### src/rtl/line_fifo_sched_pkg.sv
// Shared types and sizing helpers for the line-buffer FIFO read scheduler.
package line_fifo_sched_pkg;

    localparam int unsigned DEF_DW   = 16;
    localparam int unsigned DEF_N_CH = 4;

    typedef enum logic {
        S_IDLE  = 1'b0,
        S_BURST = 1'b1
    } state_t;

    function automatic int unsigned idx_width(input int unsigned n);
        return (n > 1) ? $clog2(n) : 1;
    endfunction

endpackage

### src/rtl/line_fifo_rr_scheduler_rr_pick.sv
// Rotate-priority picker: first requester strictly after last_gnt, wrapping upward.
module rr_pick #(
    parameter int unsigned N_CH = 4,
    parameter int unsigned CHW  = 2
) (
    input  logic [N_CH-1:0] req,
    input  logic [CHW-1:0]  last_gnt,
    output logic [CHW-1:0]  gnt,
    output logic            any_req
);

    logic [CHW-1:0] idx;

    // Scan farthest-first so the nearest requester after last_gnt overwrites.
    always_comb begin
        gnt = last_gnt;
        idx = '0;
        for (int unsigned k = N_CH; k > 0; k--) begin
            idx = CHW'((32'(last_gnt) + k) % N_CH);
            if (req[idx]) begin
                gnt = idx;
            end
        end
    end

    assign any_req = |req;

endmodule

### src/rtl/line_fifo_rr_scheduler.sv
// Round-robin burst scheduler draining N_CH prefetch FIFOs onto one registered stream.
module line_fifo_rr_scheduler
    import line_fifo_sched_pkg::*;
#(
    parameter int unsigned  N_CH    = DEF_N_CH,
    parameter int unsigned  DW      = DEF_DW,
    parameter int unsigned  BURST   = 16,
    parameter int unsigned  IDLE_TO = 8,
    localparam int unsigned CHW     = idx_width(N_CH),
    localparam int unsigned BCW     = idx_width(BURST)
) (
    input  logic               rd_clk,
    input  logic               rd_rst,
    input  logic               en,
    input  logic [N_CH-1:0]    ch_mask,
    input  logic [N_CH-1:0]    fifo_rd_vld,
    input  logic [N_CH*DW-1:0] fifo_rd_data,
    output logic [N_CH-1:0]    fifo_rd_en,
    output logic [DW-1:0]      out_data,
    output logic [CHW-1:0]     out_ch,
    output logic               out_valid,
    input  logic               out_ready,
    output logic               out_last,
    output logic               burst_abort,
    output logic               busy
);

    localparam int unsigned TOW = idx_width(IDLE_TO);

    state_t         state, state_nxt;
    logic [CHW-1:0] gnt, last_gnt, pick;
    logic [BCW-1:0] beat_cnt;
    logic [TOW-1:0] to_cnt;
    logic [N_CH-1:0] req;
    logic           any_req, gnt_vld;
    logic           start, pop, beat_end, starve_end;

    assign req     = fifo_rd_vld & ch_mask;
    assign gnt_vld = fifo_rd_vld[gnt];
    assign busy    = (state == S_BURST);

    rr_pick #(
        .N_CH (N_CH),
        .CHW  (CHW)
    ) u_pick (
        .req      (req),
        .last_gnt (last_gnt),
        .gnt      (pick),
        .any_req  (any_req)
    );

    always_ff @(posedge rd_clk or posedge rd_rst) begin
        if (rd_rst) begin
            state <= S_IDLE;
        end else begin
            state <= state_nxt;
        end
    end

    // Next state, pop strobe and burst termination; pop is combinational to the FIFOs.
    always_comb begin
        state_nxt  = state;
        start      = 1'b0;
        pop        = 1'b0;
        beat_end   = 1'b0;
        starve_end = 1'b0;
        fifo_rd_en = '0;
        case (state)
            S_IDLE: begin
                if (en && any_req) begin
                    start     = 1'b1;
                    state_nxt = S_BURST;
                end
            end
            S_BURST: begin
                pop             = gnt_vld && (!out_valid || out_ready);
                fifo_rd_en[gnt] = pop;
                beat_end        = pop && (beat_cnt == BCW'(BURST - 1));
                starve_end      = !gnt_vld && (to_cnt == TOW'(IDLE_TO - 1));
                if (beat_end || starve_end) begin
                    state_nxt = S_IDLE;
                end
            end
            default: state_nxt = S_IDLE;
        endcase
    end

    // Grant, beat and starvation counters; backpressure with data present is not starvation.
    always_ff @(posedge rd_clk or posedge rd_rst) begin
        if (rd_rst) begin
            gnt      <= '0;
            last_gnt <= CHW'(N_CH - 1);
            beat_cnt <= '0;
            to_cnt   <= '0;
        end else begin
            if (start) begin
                gnt      <= pick;
                beat_cnt <= '0;
                to_cnt   <= '0;
            end
            if (pop) begin
                beat_cnt <= beat_cnt + 1'b1;
            end
            if (state == S_BURST) begin
                if (gnt_vld) begin
                    to_cnt <= '0;
                end else if (!starve_end) begin
                    to_cnt <= to_cnt + 1'b1;
                end
            end
            if (beat_end || starve_end) begin
                last_gnt <= gnt;
            end
        end
    end

    // Output stage: a held beat survives the end of its burst until accepted.
    always_ff @(posedge rd_clk or posedge rd_rst) begin
        if (rd_rst) begin
            out_valid   <= 1'b0;
            out_data    <= '0;
            out_ch      <= '0;
            out_last    <= 1'b0;
            burst_abort <= 1'b0;
        end else begin
            burst_abort <= starve_end;
            if (pop) begin
                out_valid <= 1'b1;
                out_data  <= fifo_rd_data[DW*32'(gnt) +: DW];
                out_ch    <= gnt;
                out_last  <= beat_end;
            end else if (out_ready) begin
                out_valid <= 1'b0;
            end
        end
    end

endmodule

### config.mk
export PLATFORM = sky130hd
export DESIGN_NAME = line_fifo_rr_scheduler
export DESIGN_NICKNAME = d
export VERILOG_FILES = /design/src/rtl/line_fifo_sched_pkg.sv /design/src/rtl/line_fifo_rr_scheduler_rr_pick.sv /design/src/rtl/line_fifo_rr_scheduler.sv
export SDC_FILE = /design/constraint.sdc
export NUM_CORES = 1
export LEC_CHECK = 0
export ABC_AREA = 1
export BUFFER_PORTS_ARGS = -buffer_cell sky130_fd_sc_hd__buf_2
export CAP_MARGIN = 15
export CORE_ASPECT_RATIO = 0.75
export CORE_MARGIN = 1.5
export CORE_UTILIZATION = 43
export DETAILED_ROUTE_END_ITERATION = 10
export MAX_ROUTING_LAYER = met4
export PLACE_DENSITY = 0.75
export SKIP_LAST_GASP = 1
export SYNTH_ARGS = -nofsm -noshare
export SYNTH_HDL_FRONTEND = slang
export SYNTH_SLANG_ARGS = --single-unit
### constraint.sdc
create_clock -name rd_clk -period 2.16 [get_ports rd_clk]
set_input_delay 0 -clock rd_clk [delete_from_list [all_inputs] [get_ports rd_clk]]
set_output_delay 0 -clock rd_clk [all_outputs]
set_load 0.01 [all_outputs]
==> results of run 1 <==
-- final cells by class --
| cell class | instances | area (sq um) |
|---|---|---|
| clock buffers | 7 | 86.33 |
| well taps | 57 | 71.32 |
| repair buffers | 110 | 575.6 |
| multi-input cells | 232 | 1085 |
| flip-flops and latches | 33 | 828.3 |
| fillers | 447 | 1844 |
| inverters | 21 | 81.33 |
-- routing by layer --
layer	vias to the layer above	global-route usage	part of all wire
li1	1199	-	-
met1	1078	0.3402	0.46
met2	89	0.3404	0.46
met3	10	0.05242	0.063
met4	0	0.07787	0.016
met5	-	-	0
-- worst max-delay path by stage --
stage           startpoint       endpoint  slack, ps  depth (start not counted)
6_report            gnt[1]  fifo_rd_en[0]        220                          8
5_1_grt             gnt[0]  fifo_rd_en[0]         70                          8
4_1_cts             gnt[1]  fifo_rd_en[0]        140                          8
3_5_place_dp        gnt[1]    beat_cnt[3]        380                          8
3_3_place_gp        gnt[1]    beat_cnt[3]        490                          8
2_1_floorplan  last_gnt[0]         gnt[0]        710                         10
-- Yosys cell counts, drive strengths merged --
master  count
a21oi       3
ha          3
xor2        1
inv        21
clkbuf      5
dfrtp      31
buf        11
nand2     113
nand3      67
o21ai      13
nand4      17
nor2       13
o22ai       1
nor3        1
dfstp       2
-- worst register-to-register path, stage by stage, from the launching register on --
cell and delay, ps:
dfrtp_1 430, inv_2 180, buf_4 200, nand2_1 90, inv_1 420, nand2_1 130
nand4_1 100, nand2_1 50, nand2_1 70
-- registers in the layout (all words and copies together) (netlist names) --
name,flops
out_data,16
out_ch,2
to_cnt,3
last_gnt,2
busy,1
out_valid,1
burst_abort,1
gnt,2
out_last,1
beat_cnt,4
-- report_power, final --
| group | leakage, uW | total [uW] | switching (uW) | internal (uW) |
|---|---|---|---|---|
| clock network | 0.0000443 | 459 | 207 | 253 |
| logic | 0.00110 | 2100 | 1360 | 742 |
| registers | 0.000411 | 1110 | 204 | 904 |
| total | 0.00156 | 3670 | 1770 | 1900 |
-- timing repair --
item / CTS / global route
setup endpoints to repair: 0 / 1
resized for setup: 0 / 2
hold endpoints to repair: 10 / 0
hold buffers: 1 / 0
-- per-stage QoR --
step	total power (uW)	hold slack, ps	instance area [sq um]
final	3671	9.860	2728
after global routing	4026	43.06	2728
after CTS	3677	7.127	2725
after detailed placement	3204	16.07	2629
after global placement	3159	24.62	2629
after floorplan	2650	127.4	2088
-- logic make-up after synthesis --
kind of cell | after synthesis
DFF | 33
AOI/OAI and AO/OA | 17
buffers and inverters | 37
xor gates and xnor gates | 1
adders and majority gates | 3
and+or+nand+nor | 211
==> implementation parameters, run 1 <==
Parameter                              Value

Critical path
  R2r setup slk ... between 400 and 500 ps
  CP Buf/Inv Count ... 3
  Depth of the worst register-to-register path ... 8
  Critical path startpoint category ... register
  Capturing point of the worst reg2reg path ... out_data[5]
  Critical R2R Launch ... gnt[0]
  Crit-path max cell delay ... 510 ps
  Critical Path End Type ... primary output
  Critical path class ... reg -> out
  Largest delay contributor family on the critical path ... simple AND/OR/NAND/NOR gates
  Worst endpoint data arrival time ... slightly below 2000 ps
  Crit Path Max Fanout ... 27
  Required time of the critical path ... approximately 2200 ps
  Library cell contributing the largest single delay on the critical path ... dfrtp_1
  Cell-by-cell trace of the critical path ... inv_2 -> nand2_1 -> nand3_2 -> nand2_2 -> nor2_4 -> inv_4 -> nor2_2 -> buf_2

Finish
  Non-filler cells, final ... 460
  Layout overhead on the synthesized area ... 30.62%
  Final Net Count ... between 400 and 500
  Leading cell types in the layout, fill and taps excluded ... nand2_1 (111), buf_2 (101), nand3_1 (65), dfrtp_1 (31), inv_1 (18)
  Layout cell share with drive strength beyond 1 ... 0.3176
  N_diodes ... 0
  Leading cell type in the layout, fill and taps excluded ... nand2_1
  Post-layout util ... 0.5966

Worst hold path
  Hold EP ... out_valid
  Tightest Hold Check Type ... in -> reg
  Startpoint of the worst hold path ... out_ready
  WHS Path Cells ... 4

Synthesis
  Share of synthesized area spent on multiplexers ... 0
  Count of yosys warnings during synthesis ... 0
  Combinational family with the most area after synthesis ... simple AND/OR/NAND/NOR gates
  Area fraction in compound gates after synthesis ... 0.04494
  Netlist area before placement ... roughly 2100 sq um
  Synth area leader ... dfrtp_1
  Register area share after synthesis ... 0.3966
  Synth Area per Inst ... 6.915 sq um
  Synthesized-area fraction occupied by adder cells ... 0.01797
  Share of synthesized cell area in and, or, nand and nor gates ... 0.4524
  Count of unique library cells instantiated by Yosys ... 24
  Number of synthesized register bits ... 33
  Nets in the synthesized netlist ... about 380
  XOR/XNOR Fraction of Synth Area ... 0.004194
  Cells after Synth ... 302
  Synth top area share ... 0.3715
  Synth top area cells ... dfrtp_1 (37%), nand2_1 (20%), nand3_1 (16%)

Die
  # IOs ... around 100
  Placement Rows ... 21
  Floorplan core area ... between 4000 and 5000 sq um
  Chip Height ... 63.35 um
  DIE WIDTH ... about 83 um
  Starting Density ... 0.4568
  Die footprint ... 5288 sq um

Timing
  Final period util ... 0.8967
  Final setup fails ... 0
  Shortest period the worst path allows ... around 1900 ps
  Slew HR ... 0.6398
  Post-route worst setup slack ... around 220 ps
  Highest clock rate ... 0.5163 GHz
  Unrepaired setup endpoints after global routing ... no
  Setup TNS ... 0 ps
  Tightest Pin Transition ... around 540 ps
  Number of slew-limit violations in the final report ... 0
  Setup Skew ... 4.083 ps
  Endpoints failing hold ... 0

Clock network
  Buffer levels on the longest clock path ... 2
  H-Tree Depth ... 2
  Reg clk slew, reported paths ... roughly 60 ps
  Cts bufs inserted ... 5
  Post-CTS Setup Inserts ... 0
  Clock root buffer ... clkbuf_8
  Number of sinks handled by clock tree synthesis ... 33
  CTS tree ... done
  Later-pin clock latency in the skew report ... between 200 and 300 ps

Power and ir drop
  P_leak ... 0.001555 uW
  PD cells ... 1346 nW/um^2
  Maximum vdd ir drop ... 650.3 uV

Routing
  Via count normalized by instance count ... 5.165
  Average routed wire per standard cell ... 13.41 um
  Total wire length ... about 6.2 mm
  Post-route antenna net violation count ... 0
  Number of DRC violations after detailed routing ... 0
  Count of vias placed by the detailed router ... 2,376
  Starting DRT DRC Count ... about 130
  Drt pass-1 iters ... 4

Global route
  Number of antenna violations at the first check in global routing ... 0
  Number of global-route vias before repair ... between 2,000 and 2,500
  First-pass GRT wire length ... between 9 and 10 mm
  Gr usage total ... 0.2395
  Final global-route overflow total ... 0
  Maximum number of pins on one net before global-route repair ... 31

Job
  Number of max-capacitance violations reported ... 0

Placed design
  Number of buffer cells added on primary ports ... 101
  Placer Congestion ... 0.8926
  Placed instance count ... between 400 and 500
  Hpwl dp ... ~4.7 mm
  Worst setup timing slack at the placement stage ... around 380 ps

Status
  Outcome ... finished clean
No activity file was read; power rests on OpenSTA's default activity.
==> run 2: changes to the inputs <==
--- a/config.mk
+++ b/config.mk
@@ -8,12 +8,14 @@
 export ABC_AREA = 1
 export BUFFER_PORTS_ARGS = -buffer_cell sky130_fd_sc_hd__buf_2
 export CAP_MARGIN = 15
+export CELL_PAD_IN_SITES_DETAIL_PLACEMENT = 2
+export CELL_PAD_IN_SITES_GLOBAL_PLACEMENT = 2
 export CORE_ASPECT_RATIO = 0.75
 export CORE_MARGIN = 1.5
-export CORE_UTILIZATION = 43
+export CORE_UTILIZATION = 25
 export DETAILED_ROUTE_END_ITERATION = 10
 export MAX_ROUTING_LAYER = met4
-export PLACE_DENSITY = 0.75
+export PLACE_DENSITY_LB_ADDON = 0.1
 export SKIP_LAST_GASP = 1
 export SYNTH_ARGS = -nofsm -noshare
 export SYNTH_HDL_FRONTEND = slang
==> run 2 against run 1 <==
Net effect: fmax fell by 1.8%; highest routed layer unchanged; register-to-register slack got worse by 20 ps; global-route usage fell by 4.5 points; power rose by 8.3%; hold slack improved by 14 ps; non-clock buffer count did not move; critical path depth did not move; via count rose by 2.0%; cell count rose by 11%; count of clock-buffer cells in the layout did not move.
==> implementation parameters, run 2 (synthesis results as in run 1) <==
Parameter                              Value

Timing
  Highest clock rate ... between 0.5 and 0.6 GHz
  Final period util ... 0.9131
  Slew HR ... 0.6292
  Tightest Pin Transition ... approximately 560 ps
  Setup TNS ... 0 ps
  Number of slew-limit violations in the final report ... 0
  Final setup fails ... 0
  Setup Skew ... 4.957 ps
  Unrepaired setup endpoints after global routing ... no
  Shortest period the worst path allows ... 1972 ps
  Endpoints failing hold ... 0
  WHS ... 23.40 ps

Routing
  Post-route antenna net violation count ... 0
  Starting DRT DRC Count ... 68
  Via count normalized by instance count ... around 4.8
  Count of vias placed by the detailed router ... about 2,400
  Average routed wire per standard cell ... ~16 um
  Drt pass-1 iters ... 4
  Number of DRC violations after detailed routing ... 0
  Total wire length ... slightly above 8 mm

Critical path
  Crit Path Max Fanout ... 27
  Depth of the worst register-to-register path ... 8
  Worst endpoint data arrival time ... roughly 2000 ps
  Cell-by-cell trace of the critical path ... o21ai_0 -> nand2_1 -> nand3_2 -> nand2_2 -> nor2_4 -> inv_2 -> nor2_2 -> buf_2
  R2r setup slk ... ~420 ps
  Critical Path End Type ... primary output
  Crit-path max cell delay ... about 480 ps
  Capturing point of the worst reg2reg path ... beat_cnt[0]
  Critical path class ... reg -> out
  Required time of the critical path ... ~2200 ps
  Library cell contributing the largest single delay on the critical path ... dfrtp_2
  Critical path startpoint category ... register
  Critical R2R Launch ... gnt[0]

Finish
  Largest register FFs ... 16
  Area taken by flip-flops and latches ... between 800 and 900 sq um
  N_diodes ... 0
  Fill cell instance count of the final layout ... approximately 1,000
  Leading cell types in the layout, fill and taps excluded ... nand2_1 (111), buf_2 (101), nand3_1 (65), dfrtp_1 (30), inv_1 (18)
  Register with the most flip-flops ... out_data
  Area taken by multi-input logic gates ... ~1100 sq um
  Non-filler cells, final ... 509
  Layout cell share with drive strength beyond 1 ... 0.3218
  Layout overhead on the synthesized area ... 35.17%
  Final Net Count ... ~480
  Leading cell type in the layout, fill and taps excluded ... nand2_1
  Top flop regs ... out_data (16), beat_cnt (4), to_cnt (3)

Global route
  Final global-route overflow total ... 0
  Gr usage total ... 0.1949
  Number of antenna violations at the first check in global routing ... 0
  First-pass GRT wire length ... about 13 mm
  Number of global-route vias before repair ... ~2,500
  Maximum number of pins on one net before global-route repair ... 34

Placed design
  Number of buffer cells added on primary ports ... around 100
  Placer Congestion ... about 0.8
  Hpwl dp ... between 6 and 7 mm
  Placed instance count ... 500

Die
  DIE WIDTH ... ~110 um
  Placement Rows ... 28
  Die footprint ... 8916 sq um
  Chip Height ... about 82 um
  # IOs ... approximately 100
  Floorplan core area ... 7988 sq um
  Starting Density ... 0.2614

Worst hold path
  Startpoint of the worst hold path ... fifo_rd_data[5]
  WHS Path Cells ... 5
  Hold EP ... out_data[5]
  Tightest Hold Check Type ... in -> reg

Clock network
  Number of sinks handled by clock tree synthesis ... 33
  Buffer levels on the longest clock path ... 2
  Clock root buffer ... clkbuf_8
  CTS tree ... done
  H-Tree Depth ... 2
  Cts bufs inserted ... 5
  Reg clk slew, reported paths ... about 70 ps
  Later-pin clock latency in the skew report ... approximately 290 ps

Power and ir drop
  Maximum vdd ir drop ... around 390 uV
  P_leak ... about 0.0016 uW
  PD cells ... roughly 1400 nW/um^2

Status
  Outcome ... finished clean

Job
  Number of max-capacitance violations reported ... 0
==> run 2: metrics by stage <==
| step | setup slack, ps | util | total power [uW] | instance area [sq um] |
|---|---|---|---|---|
| floorplan | 713.9 | - | 2650 | 2088 |
| global placement | 431.6 | 0.3366 | 3324 | 2689 |
| detailed placement | 349.8 | 0.3366 | 3404 | 2689 |
| CTS | 45.95 | 0.3524 | 4041 | 2815 |
| global route | 13.50 | 0.3534 | 4403 | 2823 |
| finish | 187.7 | 0.3534 | 3977 | 2823 |
==> run 2: area by class of cell <==
| type | instances | area share |
|---|---|---|
| sequential | 33 | 0.2939 |
| inverter | 21 | 0.02881 |
| clock buffer | 7 | 0.03059 |
| tap | 105 | 0.04654 |
| timing repair buffer | 110 | 0.2052 |
| multi-input combinational | 232 | 0.3843 |
| clock inverter | 1 | 0.01064 |
==> run 2: how the worst max path moves through the flow <==
| stage | startpoint | end | slack (ps) | cells after the start |
|---|---|---|---|---|
| final | gnt[0] | fifo_rd_en[0] | 190 | 8 |
| after global routing | gnt[0] | fifo_rd_en[0] | 10 | 8 |
| after CTS | gnt[0] | fifo_rd_en[1] | 50 | 9 |
| after detailed placement | gnt[0] | beat_cnt[3] | 350 | 8 |
| after global placement | gnt[0] | out_ch[0] | 430 | 8 |
| after floorplan | last_gnt[0] | gnt[0] | 710 | 10 |
==> run 2: critical path: cells and delay by family, from the launching register on <==
family / cells / cell delay, ps
buffers and inverters: 2 / 390
AO/OA/AOI/OAI: 1 / 190
AND/OR/NAND/NOR: 5 / 610
flip-flops: 1 / 480
==> run 2: repair_timing <==
action / 4_1_cts / 5_1_grt
buffers inserted: 0 / 0
hold endpoints to repair: 31 / 0
hold buffers: 1 / 0
gates resized for setup: 0 / 3
endpoints found under the setup margin: 0 / 3
==> run 2: layer usage <==
layer	share of wire	global-route usage	vias up
li1	-	-	1199
met3	0.046	0.03846	6
met2	0.45	0.2981	60
met1	0.49	0.2683	1158
met4	0.0068	0.03947	0
met5	0	-	-
==> run 2: power breakdown <==
group | internal [uW] | switching, uW | leakage, uW
registers | 906 | 230 | 0.000409
logic | 763 | 1470 | 0.00110
clock network | 376 | 232 | 0.0000585
==> run 3: changes to the inputs <==
--- a/config.mk
+++ b/config.mk
@@ -5,15 +5,14 @@
 export SDC_FILE = /design/constraint.sdc
 export NUM_CORES = 1
 export LEC_CHECK = 0
-export ABC_AREA = 1
-export BUFFER_PORTS_ARGS = -buffer_cell sky130_fd_sc_hd__buf_2
 export CAP_MARGIN = 15
 export CELL_PAD_IN_SITES_DETAIL_PLACEMENT = 2
 export CELL_PAD_IN_SITES_GLOBAL_PLACEMENT = 2
 export CORE_ASPECT_RATIO = 0.75
 export CORE_MARGIN = 1.5
-export CORE_UTILIZATION = 25
+export CORE_UTILIZATION = 41
 export DETAILED_ROUTE_END_ITERATION = 10
+export DONT_BUFFER_PORTS = 1
 export MAX_ROUTING_LAYER = met4
 export PLACE_DENSITY_LB_ADDON = 0.1
 export SKIP_LAST_GASP = 1
==> run 3 against run 2 <==
Net effect: non-clock buffer count decreased by 104; register-to-register slack worse by 40 ps; critical path type is now reg -> reg; clock power fell by 18%; first-iteration DRC count shrank 13%; die area is 42% lower; utilization is 11 points higher; synthesized area down 7.1%; synthesized cell count down 51%.
==> implementation parameters, run 3 <==
Parameter                              Value

Power and ir drop
  PD cells ... approximately 1500 nW/um^2
  Post-route total power ... about 3000 uW
  P_leak ... roughly 0.00085 uW
  Maximum vdd ir drop ... between 500 and 600 uV

Placed design
  Number of buffer cells added on primary ports ... 0
  Worst setup timing slack at the placement stage ... about 380 ps
  Placer Congestion ... 0.8081
  Hpwl dp ... 3.869 mm

Synthesis
  Synth top area cells ... dfrtp_1 (40%), mux4_2 (20%), mux2_2 (9.9%)
  Top-count cell post-synth ... dfrtp_1
  Synth top area share ... 0.3997
  Cells after Synth ... approximately 150
  Most used flip-flop cell after synthesis ... dfrtp_1
  Top cells by instance count after synthesis ... dfrtp_1 (31), mux2_2 (17), mux4_2 (17)
  Count of unique library cells instantiated by Yosys ... 40
  Synth async-reset ratio ... 1.000
  Register area share after synthesis ... 0.4268
  Synth area leader ... dfrtp_1
  Count of yosys warnings during synthesis ... 0
  Nets in the synthesized netlist ... roughly 230
  Netlist area before placement ... 1941 sq um
  Number of synthesized register bits ... 33
  Number of synthesized flops with an enable pin ... 0
  Synth Area per Inst ... between 10 and 15 sq um

Worst hold path
  Startpoint of the worst hold path ... out_ready
  Tightest Hold Check Type ... in -> reg

Global route
  First-pass GRT wire length ... a little over 8 mm
  Maximum number of pins on one net before global-route repair ... 26
  Number of antenna violations at the first check in global routing ... 0
  Final global-route overflow total ... 0
  Gr usage total ... 0.2254
  Number of global-route vias before repair ... between 1,000 and 1,500

Clock network
  H-Tree Depth ... 2
  Number of sinks handled by clock tree synthesis ... 33
  Cts bufs inserted ... 5
  Buffer levels on the longest clock path ... 2
  Post-CTS Setup Inserts ... 0
  Reg clk slew, reported paths ... approximately 70 ps
  Later-pin clock latency in the skew report ... roughly 300 ps
  Clock root buffer ... clkbuf_8
  CTS tree ... done

Routing
  Post-route met1 wirelength ... about 2.1 mm
  Starting DRT DRC Count ... between 50 and 60
  Post-route antenna net violation count ... 0
  Average routed wire per standard cell ... about 24 um
  Sum of met3 wire segment lengths after detailed routing ... ~370 um
  Count of vias placed by the detailed router ... 1,304
  Drt pass-1 iters ... 4
  Via count normalized by instance count ... around 6.3
  Number of DRC violations after detailed routing ... 0
  WL met2 ... about 2.4 mm
  Total wire length ... 4.964 mm
  Uppermost layer routed ... met4

Finish
  Final Net Count ... between 200 and 250
  Layout cell share with drive strength beyond 1 ... 0.3444
  Fill cell instance count of the final layout ... between 400 and 500
  Top flop regs ... out_data (16), beat_cnt (4), to_cnt (3)
  Post-layout util ... 0.4664
  Largest register FFs ... 16
  Area taken by multi-input logic gates ... 1035 sq um
  Area taken by flip-flops and latches ... 828.3 sq um
  Leading cell type in the layout, fill and taps excluded ... dfrtp_1
  Register with the most flip-flops ... out_data
  Layout overhead on the synthesized area ... 7.995%
  Leading cell types in the layout, fill and taps excluded ... dfrtp_1 (31), mux4_2 (17), mux2_2 (17), nand2_1 (11), o21ai_0 (8)
  N_diodes ... 0

Critical path
  Required time of the critical path ... between 2000 and 2500 ps
  Critical Path End Type ... register
  Launching element of the worst setup path ... gnt[0]
  Critical R2R Launch ... gnt[0]
  Worst endpoint data arrival time ... approximately 2000 ps
  Critical path startpoint category ... register
  Crit Path Max Fanout ... 25
  Critical path class ... reg -> reg

Timing
  Post-route worst setup slack ... approximately 380 ps
  Final period util ... 0.8258
  Unrepaired setup endpoints after global routing ... no
  Tightest Pin Transition ... just under 600 ps
  Number of slew-limit violations in the final report ... 0
  Setup Skew ... 3.795 ps
  Endpoints failing hold ... 0
  Shortest period the worst path allows ... 1784 ps
  Highest clock rate ... approximately 0.56 GHz
  Setup TNS ... 0 ps
  Final setup fails ... 0
  Slew HR ... 0.6081

Die
  Die footprint ... a little over 5000 sq um
  Chip Height ... 62.58 um
  # IOs ... around 100
  DIE WIDTH ... roughly 82 um
  Floorplan core area ... 4493 sq um
  Starting Density ... 0.4319
  Placement Rows ... 21

Job
  Number of max-capacitance violations reported ... 0

Status
  Outcome ... finished clean
run 3: changes by cell type after synthesis, moves of 8 or more:
| cell | change |
|---|---|
| nand2_1 | -100 |
| nand3_1 | -60 |
| mux2_2 | +17 |
| mux4_2 | +17 |
| nand4_1 | -17 |
| inv_1 | -15 |
| nor2_1 | -8 |
run 3: cell families after synthesis:
| group | share of synthesized area |
|---|---|
| multiplexers | 0.3243 |
| flip-flops | 0.4268 |
| buffers and inverters | 0.03997 |
| AO/OA/AOI/OAI | 0.08769 |
| AND/OR/NAND/NOR | 0.09736 |
| XOR/XNOR | 0.004514 |
| adder cells (fa/ha/maj) | 0.01934 |
run 3: report_power, final:
part | total [uW] | leakage (uW) | internal [uW] | switching (uW)
combinational | 1310 | 0.000409 | 741 | 573
clock | 497 | 0.0000455 | 260 | 237
sequential | 1230 | 0.000399 | 904 | 324
run 3: path summary, 6_finish.rpt:
path                                     end  slack, ps  depth (start not counted)
max in group asynchronous        out_data[7]       1270                          3
worst min register to register     to_cnt[2]        550                          1
worst max-delay path            out_data[10]        380                          4
worst max register to register  out_data[10]        380                          4
worst min-delay path               out_valid          6                          2
min in group asynchronous          out_ch[0]        200                          2
run 3: layer usage:
metal | vias to the layer above | track usage
met1 | 677 | 0.3094
met4 | 0 | 0.05085
met2 | 51 | 0.3201
met3 | 5 | 0.08175
met5 | - | -
li1 | 571 | -
run 3: layout make-up:
type / count / share of cell area
clock buffers: 8 / 0.04299
inverters: 3 / 0.005373
flip-flops and latches: 33 / 0.3952
multi-input cells: 101 / 0.4937
repair buffers: 6 / 0.02866
well taps: 57 / 0.03403
run 3: critical path, cell delays in order, from the launching register on:
cell,delay (ps)
dfrtp_1,370
mux4_2,570
nand3_2,170
buf_12,200
mux2_2,360
run 3: timing repair:
action,CTS,global route
endpoints found under the hold margin,12,0
hold buffers,1,0
gates resized for setup,0,0
run 3: stage by stage:
stage	hold WS, ps	cells	instance area, sq um
floorplan	93.69	147	1941
global placement	-20.18	199	1996
detailed placement	-4.635	199	1996
CTS	0.9295	208	2096
global route	41.84	208	2096
finish	5.630	208	2096
